$ cat config.mk
export PLATFORM = sky130hd
export DESIGN_NAME = fir_out_decimator
export DESIGN_NICKNAME = d
export VERILOG_FILES = /design/src/rtl/fir_out_decimator.sv
export SDC_FILE = /design/constraint.sdc
export NUM_CORES = 1
export LEC_CHECK = 0
export CORE_ASPECT_RATIO = 0.9
export CORE_UTILIZATION = 49
export CTS_BUF_LIST = sky130_fd_sc_hd__clkbuf_4
export CTS_CLUSTER_DIAMETER = 40
export DETAILED_ROUTE_END_ITERATION = 6
export HOLD_SLACK_MARGIN = 0.15
export PLACE_DENSITY = 0.69
export SLEW_MARGIN = 0
export SYNTH_ARGS = -nofsm -noshare
export SYNTH_HDL_FRONTEND = slang
export SYNTH_SLANG_ARGS = --single-unit
$ cat constraint.sdc
create_clock -name clk -period 6.75 [get_ports clk]
set_input_delay 0.675 -clock clk [delete_from_list [all_inputs] [get_ports clk]]
set_output_delay 0.675 -clock clk [all_outputs]
set_load 0.005 [all_outputs]
$ cat src/rtl/fir_out_decimator.sv
// Decimator and FWFT FIFO placed after fir_filter: keeps every DECIM-th valid
// sample, buffers it in a DEPTH-entry FIFO and reports dropped kept samples.
module fir_out_decimator #(
  parameter int DATA_W = 16,
  parameter int DECIM  = 4,
  parameter int DEPTH  = 8,
  parameter int ADDR_W = 3
) (
  input  logic              clk,
  input  logic              reset,
  input  logic              in_valid,
  input  logic [DATA_W-1:0] in_data,
  input  logic              clr_ovf,
  output logic              out_valid,
  input  logic              out_ready,
  output logic [DATA_W-1:0] out_data,
  output logic [ADDR_W:0]   count,
  output logic              overflow
);

  localparam int              PH_W   = (DECIM > 1) ? $clog2(DECIM) : 1;
  localparam logic [PH_W-1:0] PH_MAX = PH_W'(DECIM - 1);
  localparam logic [ADDR_W:0] FULL_C = (ADDR_W + 1)'(DEPTH);

  logic [DATA_W-1:0] mem [DEPTH];

  logic [PH_W-1:0]   phase_q, phase_d;
  logic [ADDR_W-1:0] wr_ptr_q, wr_ptr_d;
  logic [ADDR_W-1:0] rd_ptr_q, rd_ptr_d;
  logic [ADDR_W:0]   count_q, count_d;
  logic              ovf_q, ovf_d;

  logic kept, pop, full, push, drop;

  // A full FIFO still accepts a kept sample when the head leaves in the same cycle.
  always_comb begin
    kept = in_valid && (phase_q == '0);
    full = (count_q == FULL_C);
    pop  = out_valid && out_ready;
    push = kept && (!full || pop);
    drop = kept && full && !pop;

    phase_d = phase_q;
    if (in_valid) begin
      phase_d = (phase_q == PH_MAX) ? '0 : phase_q + PH_W'(1);
    end

    wr_ptr_d = push ? wr_ptr_q + ADDR_W'(1) : wr_ptr_q;
    rd_ptr_d = pop  ? rd_ptr_q + ADDR_W'(1) : rd_ptr_q;

    count_d = count_q;
    case ({push, pop})
      2'b10:   count_d = count_q + (ADDR_W + 1)'(1);
      2'b01:   count_d = count_q - (ADDR_W + 1)'(1);
      default: count_d = count_q;
    endcase

    ovf_d = ovf_q;
    if (drop) begin
      ovf_d = 1'b1;
    end else if (clr_ovf) begin
      ovf_d = 1'b0;
    end
  end

  always_ff @(posedge clk) begin
    if (!reset) begin
      phase_q  <= '0;
      wr_ptr_q <= '0;
      rd_ptr_q <= '0;
      count_q  <= '0;
      ovf_q    <= 1'b0;
    end else begin
      phase_q  <= phase_d;
      wr_ptr_q <= wr_ptr_d;
      rd_ptr_q <= rd_ptr_d;
      count_q  <= count_d;
      ovf_q    <= ovf_d;
    end
  end

  // Storage is deliberately left uncleared by reset.
  always_ff @(posedge clk) begin
    if (reset && push) begin
      mem[wr_ptr_q] <= in_data;
    end
  end

  assign out_valid = (count_q != '0);
  assign out_data  = out_valid ? mem[rd_ptr_q] : '0;
  assign count     = count_q;
  assign overflow  = ovf_q;

endmodule

==> results of run 1 <==
## placed cells by master (no fill, tap or decap), types with 5 or more instances in the layout
cell type	n
dfxtp_1	15
edfxtp_1	128
nand3_1	5
and2_1	7
xnor2_1	5
ha_1	5
buf_4	11
nor2_1	21
clkinvlp_4	5
mux2i_1	20
clkdlybuf4s50_1	42
mux4_2	32
nand2_1	8
clkbuf_4	18
## flip-flops by register name, indices dropped and copies added (netlist names), named ones only
signal / cells
count: 4
mem: 128
overflow: 1
phase_q: 2
rd_ptr_q: 3
wr_ptr_q: 3
## how the worst max path moves through the flow
stage               from           to  slack [ns]  cells past startpoint
2_1_floorplan  out_ready    mem[1][0]        3.44                      4
3_3_place_gp   out_ready    mem[6][7]        3.46                      6
3_5_place_dp   out_ready    mem[6][4]        3.42                      6
4_1_cts             flop  out_data[3]        3.11                      5
5_1_grt             flop  out_data[5]        2.97                      5
6_report            flop  out_data[3]        3.24                      5
## layout make-up
class / instances / area share
inverters: 4 / 0.00263
clock inverters: 14 / 0.0216
flip-flops and latches: 144 / 0.625
multi-input cells: 138 / 0.226
clock buffers: 18 / 0.0203
repair buffers: 53 / 0.0754
well taps: 156 / 0.0293
diodes: 1 / 0.000375
## through the flow
step	hold WS [ns]	power (W)	util	std cells
floorplan	0.467	0.00144	-	302
global placement	0.491	0.00165	0.558	495
detailed placement	0.502	0.00165	0.558	495
CTS	0.522	0.00217	0.583	527
global route	0.557	0.00226	0.583	528
finish	0.516	0.00214	0.583	528
## logic make-up (layout without fill, tap and decap cells)
family	after synthesis	count (layout)	synth area share
fa+ha+maj	5	5	0.0109
mux	53	53	0.162
xor+xnor	6	6	0.00916
flops	144	144	0.726
other cells	0	1	0
simple gates	59	59	0.0523
compound gates	15	15	0.0218
buf+inv	20	89	0.0177
## power by group
group / internal (W) / switching (W) / total (W) / leakage (nW)
combinational: 0.000325 / 0.000258 / 0.000583 / 0.656
sequential: 0.000998 / 0.0000418 / 0.00104 / 1.29
clock: 0.000222 / 0.000300 / 0.000522 / 0.140
total: 0.00154 / 0.000600 / 0.00214 / 2.08
## layer usage
metal	track usage	vias to the layer above	wire length [um]
met4	0.0751	0	136
met5	0	-	0
met1	0.255	1417	4550
met3	0.0481	9	438
met2	0.288	58	4980
li1	-	1314	-
## worst max-delay path, stage by stage, from the launching register on
cell and delay (ns):
dfxtp_2 0.54, buf_4 0.49, mux4_2 0.56, mux2i_1 0.21, nor2_1 0.07, clkdlybuf4s50_1 0.46
==> results.txt, run 1 <==
The worst register-to-register path ends at mem[6][5]. In this run the post-CTS setup repair buffer count came out at 0. In this run the power density over the cells is 322 nW/um^2. The worst reg-to-reg setup slack came out at 4.09 ns. The overall die area came out at 12100 um^2. The share of synthesized area in the top cell type comes to 0.670. The path with the worst hold slack has its endpoint at rd_ptr_q[1]. The element type at the critical path start is a flop.

Yosys mapped a number of flops with a built-in enable equal to 128. The number of levels in the clock H-tree came out at 4. The smallest clock period supported by the final layout is computed as 3.51 ns. The count of vias placed by the detailed router is 2798. The clock input transition at the sequential cells of the worst setup and hold paths came out at 0.12 ns. edfxtp_1 takes more of the synthesized area than any other cell. The gate count of the mapped netlist is 302. The die outline height is 105 um. The area growth from synthesis to layout is 16.2%.

After the last flow step, the layout net total stands at 384. The classification of the worst-slack hold path is reg -> reg. When the netlist entered floorplanning its net count stood at 328.

Buffers inserted during clock tree synthesis total 17. Of the synthesized area, sequential elements account for 0.726. The total routed wirelength came out at 10100 um.

The path depth of the worst reg2reg path came out at 5. The final RePlAce weighted congestion came out at 0.673. The data arrival time of the worst path came out at 2.83 ns. In the synthesized netlist, the cells that appear most often are edfxtp_1, mux4_2, nor2_1. 43 I/O pins were placed. The number of different library cells in the post-synthesis netlist is 39.

The via count of the first global-routing pass came out at 2949. The placed instance area came out at 6390 um^2. The most used standard cell by instance count after synthesis is edfxtp_1. The number of iterations in the first detailed-routing pass came out at 4. The aggregate global-route resource usage is 0.187. The number of rows in the core area is 37. In this run, synthesis produced a sequential element count of 144. The remaining max-slew budget at the tightest pin came out at 0.448. The number of buffer cells added on primary ports is 42.

The clock sink count is 144. Summing every instance area after synthesis gives 5740 um^2. The final clock period utilization by the worst path came out at 0.519. In this run the critical register-to-register path is launched from count[1]. The initial core utilization came out at 0.502.

TritonCTS built the clock tree. The number of failing setup endpoints in the final timing report came out at 0. The design area came out at 6670 um^2. The DRC violation count after routing is 0. The required time at the endpoint of the critical path came out at 6.07 ns.

The post-CTS resize count came out at 0. The count of pins over their slew limit came out at 0. The number of antenna violations at the first check in global routing is 1. The via-per-instance ratio came out at 5.30. Averaged over all synthesized cells, the footprint is 19.0 um^2. The width of the die came out at 116 um.

The final hold violation count is 0. Between clock sinks in the finished design, the worst skew comes to 0.0149 ns. The routed length per instance came out at 19.1 um. In the post-synthesis netlist, the biggest area contributors are edfxtp_1, mux4_2, dfxtp_1. The first global-routing pass estimated 16000 um of wire. The run finished with clean final reports. After global routing the overflow that remains totals 0. The fraction of synthesis flops using an asynchronous set or reset pin is 0.

The type of destination of the critical path is an output pin. Setup repair after global routing left no endpoint under its margin. The category of the most critical setup path is reg -> out. Before CTS, the worst setup slack after placement is 3.42 ns. In the final layout, the share of cells above drive strength 1 is 0.240. The number of violations reported at the end of detailed-routing iteration 0 is 244. The transition time at the pin with the least slew margin is 0.823 ns. The maximum operating frequency came out at 0.285 GHz. The static leakage power came out at 2.08 nW. Summed over all failing endpoints, the final setup total negative slack is 0 ns.

The number of hold buffers added after CTS came out at 0. Counting the fill cells in the layout gives 883. The area inside the core boundary came out at 11400 um^2. The largest fanout of any net on the critical path came out at 24. The maximum number of buffers from clock root to sink came out at 2. The yosys synthesis warning count came out at 0. The number of violations of the max-capacitance limit came out at 0.

The origin of the worst min-delay path is rd_ptr_q[1]. The main flop type after synthesis is edfxtp_1. The clock insertion delay at the later pin of the skew report is 0.51 ns.

After layout, the worst setup slack is 3.24 ns. The post-route antenna net violation count came out at 0. Entering global routing, the biggest net connects 33 pins.

The combined area of the multi-input logic cells came out at 1510 um^2. CTS placed an instance of clkbuf_4 at the clock tree root. The wire-length estimate of the detail-placed layout is 6010 um. The footprint of the flip-flops and latches came out at 4170 um^2. The maximum vdd drop is 0.202 mV. Along the worst hold path, the cell count comes to 2.
Note: power is estimated with default switching activity, not from simulation.
==> run 2: changes to the inputs <==
==> constraint.sdc (replaced) <==
create_clock -name clk -period 3.3 [get_ports clk]
set_input_delay 0.33 -clock clk [delete_from_list [all_inputs] [get_ports clk]]
set_output_delay 0.33 -clock clk [all_outputs]
set_load 0.005 [all_outputs]
==> results.txt, run 2 (synthesis gave the netlist of run 1 again) <==
The run finished with clean final reports. The final-layout setup total negative slack is 0 ns (unchanged). The count of pins over their slew limit was 0 (unchanged). The layout cell share with drive strength beyond 1 came out at 0.251 (+0.0114). The number of failing setup endpoints in the final timing report was 0 (unchanged). The count of vias placed by the detailed router came out at 2848 (+1.8%). The tightest min-delay check is of the in -> reg type. The startpoint identified for the worst register-to-register timing path is count[0]. The aggregate global-route resource usage is 0.188 (+0.000734). The setup fix buffers added after clock tree synthesis is 0 (unchanged).

The maximum number of buffers from clock root to sink came out at 2 (unchanged). The number of CTS-inserted buffers is 17 (unchanged). The worst hold path stage count came out at 3 (+1). The area growth from synthesis to layout came out at 17.1%. The overall die area came out at 12100 um^2 (unchanged). The I/O pin count came to 43 (unchanged). The final design utilization is 0.588 (+0.00449).

The number of levels in the clock H-tree is 4 (unchanged). The via count of the first global-routing pass came out at 3031 (+2.8%). The number of antenna violations at the first check in global routing is 0 (-1). The number of violations reported at the end of detailed-routing iteration 0 was 149 (-39%). TritonCTS built the clock tree.

The largest fanout of any net on the critical path is 16 (-33%). The clock sink count came out at 144 (unchanged). The data arrival time of the worst path is 2.70 ns (-0.13 ns). Setup repair after global routing left no endpoint under its margin.

For hold timing, the worst endpoint is overflow. The worst reg-to-reg setup slack is 1.11 ns (-2.98 ns). The end of the worst register-to-register path is mem[6][14]. The via-per-instance ratio was 5.33 (+0.64%). The origin of the worst min-delay path is clr_ovf.

The maximum vdd drop came out at 0.310 mV (+53%). The final net count is 391 (+1.8%). The path depth of the worst reg2reg path came out at 5 (unchanged). The final RePlAce weighted congestion was 0.704 (+4.5%). The post-CTS resize count is 0 (unchanged). The number of flip-flops under the largest register name is 128 (unchanged). The remaining max-slew budget at the tightest pin is 0.611 (+0.162). The number of iterations in the first detailed-routing pass came out at 4 (unchanged). The total chip power came out at 0.00440 W (+110%). The clock input transition at the sequential cells of the worst setup and hold paths is 0.11 ns (about the same). The die outline height came out at 105 um (unchanged). The detailed placer's ending HPWL is 6240 um (+3.8%). The final hold violation count is 0 (unchanged). The number of hold buffers added after CTS came to 0 (unchanged).

The number of rows in the core area came out at 37 (unchanged). The power density normalized to cell area is 655 nW/um^2 (+100%). The library cell used most frequently in the layout, excluding fill and tap cells, is edfxtp_1. The width of the die is 116 um (unchanged). The routed length per instance came out at 19.1 um (about the same). The total routed wirelength was 10200 um (+1.1%). The cell sitting at the root of the clock tree is a clkbuf_4.

The worst-case clock skew is 0.0200 ns (+0.00516 ns). Leaving out fill and tap cells, the most frequent cells in the layout are edfxtp_1, clkdlybuf4s50_1, mux4_2, nor2_1. The total overflow reported by the global router is 0 (unchanged). The initial core utilization is 0.502 (unchanged). The required time at the endpoint of the critical path is 2.97 ns (-3.10 ns). The wire length of the first global-routing pass was 16200 um (+1.4%).

The diode insertion count for antenna repair came out at 0 (-1). The DRC violation count after routing came out at 0 (unchanged). The maximum operating frequency is 0.330 GHz. The type of destination of the critical path is an output pin. The post-route antenna net violation count is 0 (unchanged). The worst setup path is launched from a flop. The static leakage power came out at 2.14 nW (+2.7%).

The area inside the core boundary came out at 11400 um^2 (unchanged). The clock insertion delay at the later pin of the skew report came to 0.52 ns (about the same). The time the worst path needs with I/O delays and setup is 3.03 ns. More flip-flops sit in one register than any other, and that register is mem. The transition time at the pin with the least slew margin came out at 0.584 ns (-0.239 ns).

The category of the most critical setup path is reg -> out. The number of buffer cells added on primary ports is 42 (unchanged). The maximum number of pins on one net before global-route repair is 21 (-36%). The number of violations of the max-capacitance limit is 0 (unchanged). The final clock period utilization by the worst path is 0.917.
## run 2: per-layer routing
layer	up-vias	share of wire	track usage
met5	-	0	0
met4	0	0.0081	0.0650
met3	6	0.035	0.0458
met2	57	0.51	0.305
met1	1451	0.44	0.248
li1	1334	-	-
## run 2: area by class of cell
class / count / area, um^2
well taps: 156 / 195
multi-input cells: 138 / 1510
repair buffers: 60 / 568
flip-flops and latches: 144 / 4170
clock inverters: 12 / 118
fillers: 885 / 4720
clock buffers: 20 / 150
inverters: 4 / 17.5
## run 2: worst max-delay path: stages (launching register included)
cell             delay [ns]
dfxtp_2                0.72
buf_12                 0.25
mux4_2                 0.52
mux2i_1                0.19
nor2_1                 0.06
clkdlybuf4s50_1        0.45
## run 2: how the worst max path moves through the flow
stage               start            to  slack (ns)
6_report             flop  out_data[13]        0.27
5_1_grt              flop  out_data[13]        0.06
4_1_cts              flop  out_data[13]        0.18
3_5_place_dp    out_ready     mem[5][7]        0.73
3_3_place_gp         flop  out_data[13]        0.76
2_1_floorplan  phase_q[0]     mem[1][0]        0.33
## run 2: power by group
group | switching, W | internal, W | total, W
Clock | 0.000587 | 0.000468 | 0.00105
Sequential | 0.000109 | 0.00204 | 0.00215
Combinational | 0.000506 | 0.000690 | 0.00120
Total | 0.00120 | 0.00320 | 0.00440
## run 2: metrics by stage
step	setup slack (ns)	cells	hold slack, ns	instance area (um^2)
after floorplan	0.326	302	0.429	5740
after global placement	0.759	502	0.528	6450
after detailed placement	0.726	502	0.519	6450
after CTS	0.178	534	0.454	6720
after global routing	0.0624	534	0.458	6720
final	0.274	534	0.498	6720
==> run 3: changes to the inputs <==
--- a/config.mk
+++ b/config.mk
@@ -11,7 +11,7 @@
 export CTS_CLUSTER_DIAMETER = 40
 export DETAILED_ROUTE_END_ITERATION = 6
 export HOLD_SLACK_MARGIN = 0.15
-export PLACE_DENSITY = 0.69
+export PLACE_DENSITY = 0.71
 export SLEW_MARGIN = 0
 export SYNTH_ARGS = -nofsm -noshare
 export SYNTH_HDL_FRONTEND = slang
==> results.txt, run 3 (synthesis gave the netlist of run 1 again) <==
The clock input transition at the sequential cells of the worst setup and hold paths came out at 0.11 ns (about the same). The number of CTS-inserted buffers was 17 (unchanged). The number of iterations in the first detailed-routing pass is 4 (unchanged). The final design utilization came out at 0.589 (+0.00164). The master cell of the clock root buffer is clkbuf_4. The worst register-to-register path ends at mem[6][7]. Setup repair after global routing left no endpoint under its margin.

The largest register by flop count is mem. The die outline height came out at 105 um (unchanged). The number of fill cells in the layout is 893 (+0.90%). The worst setup path is captured at an output pin.

The clock insertion delay at the later pin of the skew report came out at 0.51 ns (about the same). The final hold violation count came out at 0 (unchanged). The total chip power came out at 0.00447 W (+1.6%). The worst-case clock skew came out at 0.0180 ns (-0.00201 ns).

The maximum number of buffers from clock root to sink was 2 (unchanged). The maximum number of pins on one net before global-route repair is 33 (+57%). The combinational group share of total power is 0.268 (-0.004). The final RePlAce weighted congestion came out at 0.759 (+7.8%). The number of hold buffers added after CTS came out at 0 (unchanged). The startpoint identified for the worst hold timing path is clr_ovf. The overall die area came to 12100 um^2 (unchanged).

The remaining max-slew budget at the tightest pin is 0.691 (+0.0806). The final net count is 389 (-0.51%). The total overflow reported by the global router came out at 0 (unchanged). The worst reg-to-reg setup slack came out at 1.13 ns (+0.02 ns). The via count of the first global-routing pass came out at 2898 (-4.4%).

The static leakage power came to 2.12 nW (-0.92%). The power spent charging and discharging nets came out at 0.00122 W (+1.3%). The routed length per instance is 18.3 um (-4.3%). The data arrival time of the worst path is 2.58 ns (-0.12 ns). The required time at the endpoint of the critical path came out at 2.97 ns (about the same). The DRC violation count after routing came out at 0 (unchanged).

The initial core utilization came to 0.502 (unchanged). The transition time at the pin with the least slew margin is 0.463 ns (-0.121 ns). The final-layout setup total negative slack is 0 ns (unchanged). Leaving out fill and tap cells, the most frequent cell in the layout is edfxtp_1. The cell-internal power is 0.00325 W (+1.7%).

The count of vias placed by the detailed router came out at 2807 (-1.4%). The maximum operating frequency is 0.343 GHz (+3.9%). The number of buffer cells added on primary ports is 42 (unchanged). The power density normalized to cell area is 663 nW/um^2 (+1.3%). STA classifies the critical path startpoint as a flop. The layout cell share with drive strength beyond 1 is 0.245 (-0.00664). The wire length of the first global-routing pass came to 15500 um (-4.2%). The time the worst path needs with I/O delays and setup came to 2.91 ns (-0.114 ns). The area growth from synthesis to layout came out at 17.4%.

The clock sink count is 144 (unchanged). The setup fix buffers added after clock tree synthesis is 0 (unchanged). The maximum vdd drop was 0.329 mV (+6.2%).

The post-route antenna net violation count was 0 (unchanged). The post-CTS resize count came out at 0 (unchanged). The run finished with clean final reports. The number of levels in the clock H-tree came out at 4 (unchanged). The number of failing setup endpoints in the final timing report came to 0 (unchanged). The clock share of power came out at 0.255 (+0.015). The area inside the core boundary is 11400 um^2 (unchanged).

The number of antenna violations at the first check in global routing is 0 (unchanged). In this run the critical register-to-register path is launched from count[0]. The count of pins over their slew limit came out at 0 (unchanged). The aggregate global-route resource usage came to 0.180 (-0.00798).

The diode insertion count for antenna repair came to 0 (unchanged). The proportion of total power due to net switching is 0.272 (-0.000797). The number of violations reported at the end of detailed-routing iteration 0 is 165 (+11%). The total routed wirelength came to 9740 um (-4.6%). For hold timing, the worst endpoint is overflow. The worst hold path stage count is 3 (unchanged). The sequential cell fraction of total power is 0.477 (-0.012). The final clock period utilization by the worst path came out at 0.883 (-0.0346).

In the layout the commonest cells are edfxtp_1, clkdlybuf4s50_1, mux4_2, nor2_1, mux2i_1. The number of flip-flops under the largest register name came out at 128 (unchanged). The via-per-instance ratio came out at 5.28 (-1.1%). The detailed placer's ending HPWL came to 5960 um (-4.6%). The critical path is of the reg -> out type. The tightest min-delay check is of the in -> reg type. The path depth of the worst reg2reg path came out at 5 (unchanged). The number of rows in the core area came to 37 (unchanged). TritonCTS built the clock tree.

The width of the die is 116 um (unchanged). The largest fanout of any net on the critical path came out at 22 (+6). The number of violations of the max-capacitance limit came out at 0 (unchanged). The I/O pin count is 43 (unchanged).
[run 3: cell count changes in the layout (fill, tap and decap cells not counted), sizes merged]
cell      change
buf           -2
bufinv        +1
clkinv        -2
clkinvlp      +4
inv           -1
clkbuf        -2
[run 3: area by class of cell]
type,instances,area (um^2),area share
inverters,4,17.5,0.00260
well taps,156,195,0.0290
clock inverters,14,166,0.0247
multi-input cells,138,1510,0.223
clock buffers,18,135,0.0201
repair buffers,58,553,0.0821
flip-flops and latches,144,4170,0.618
[run 3: stage by stage]
| stage | hold slack (ns) | std cells | setup slack (ns) | instance area [um^2] |
|---|---|---|---|---|
| final | 0.518 | 532 | 0.388 | 6740 |
| after global placement | 0.487 | 500 | 0.833 | 6440 |
| after floorplan | 0.429 | 302 | 0.326 | 5740 |
| after global routing | 0.482 | 532 | 0.146 | 6740 |
| after CTS | 0.466 | 532 | 0.281 | 6740 |
| after detailed placement | 0.509 | 500 | 0.801 | 6440 |
[run 3: layer usage]
| layer | wire length, um | up-vias | track usage |
|---|---|---|---|
| li1 | - | 1323 | - |
| met5 | 0 | - | 0 |
| met2 | 4890 | 59 | 0.281 |
| met1 | 4330 | 1419 | 0.239 |
| met4 | 87 | 0 | 0.0705 |
| met3 | 436 | 6 | 0.0510 |
[run 3: power by group through the flow]
stage               clock (W)  sequential [W]  combinational (W)
detailed placement          0         0.00218            0.00122
floorplan                   0         0.00212           0.000815
global route          0.00124         0.00215            0.00131
finish                0.00114         0.00213            0.00120
global placement            0         0.00217            0.00121
CTS                   0.00117         0.00214            0.00123
[run 3: worst max path at each step]
stage / endpoint / start / cells after the start / slack [ns]
final: out_data[4] / flop / 5 / 0.39
after global routing: out_data[12] / flop / 5 / 0.15
after CTS: out_data[10] / flop / 5 / 0.28
after detailed placement: mem[6][9] / out_ready / 6 / 0.80
after global placement: mem[6][9] / out_ready / 6 / 0.83
after floorplan: mem[1][0] / phase_q[0] / 6 / 0.33
[run 3: worst max-delay path: stages (launching register included)]
cell and delay (ns):
dfxtp_2 0.60, buf_12 0.27, mux4_2 0.52, mux2i_1 0.15, nor2_1 0.08, clkdlybuf4s50_1 0.46
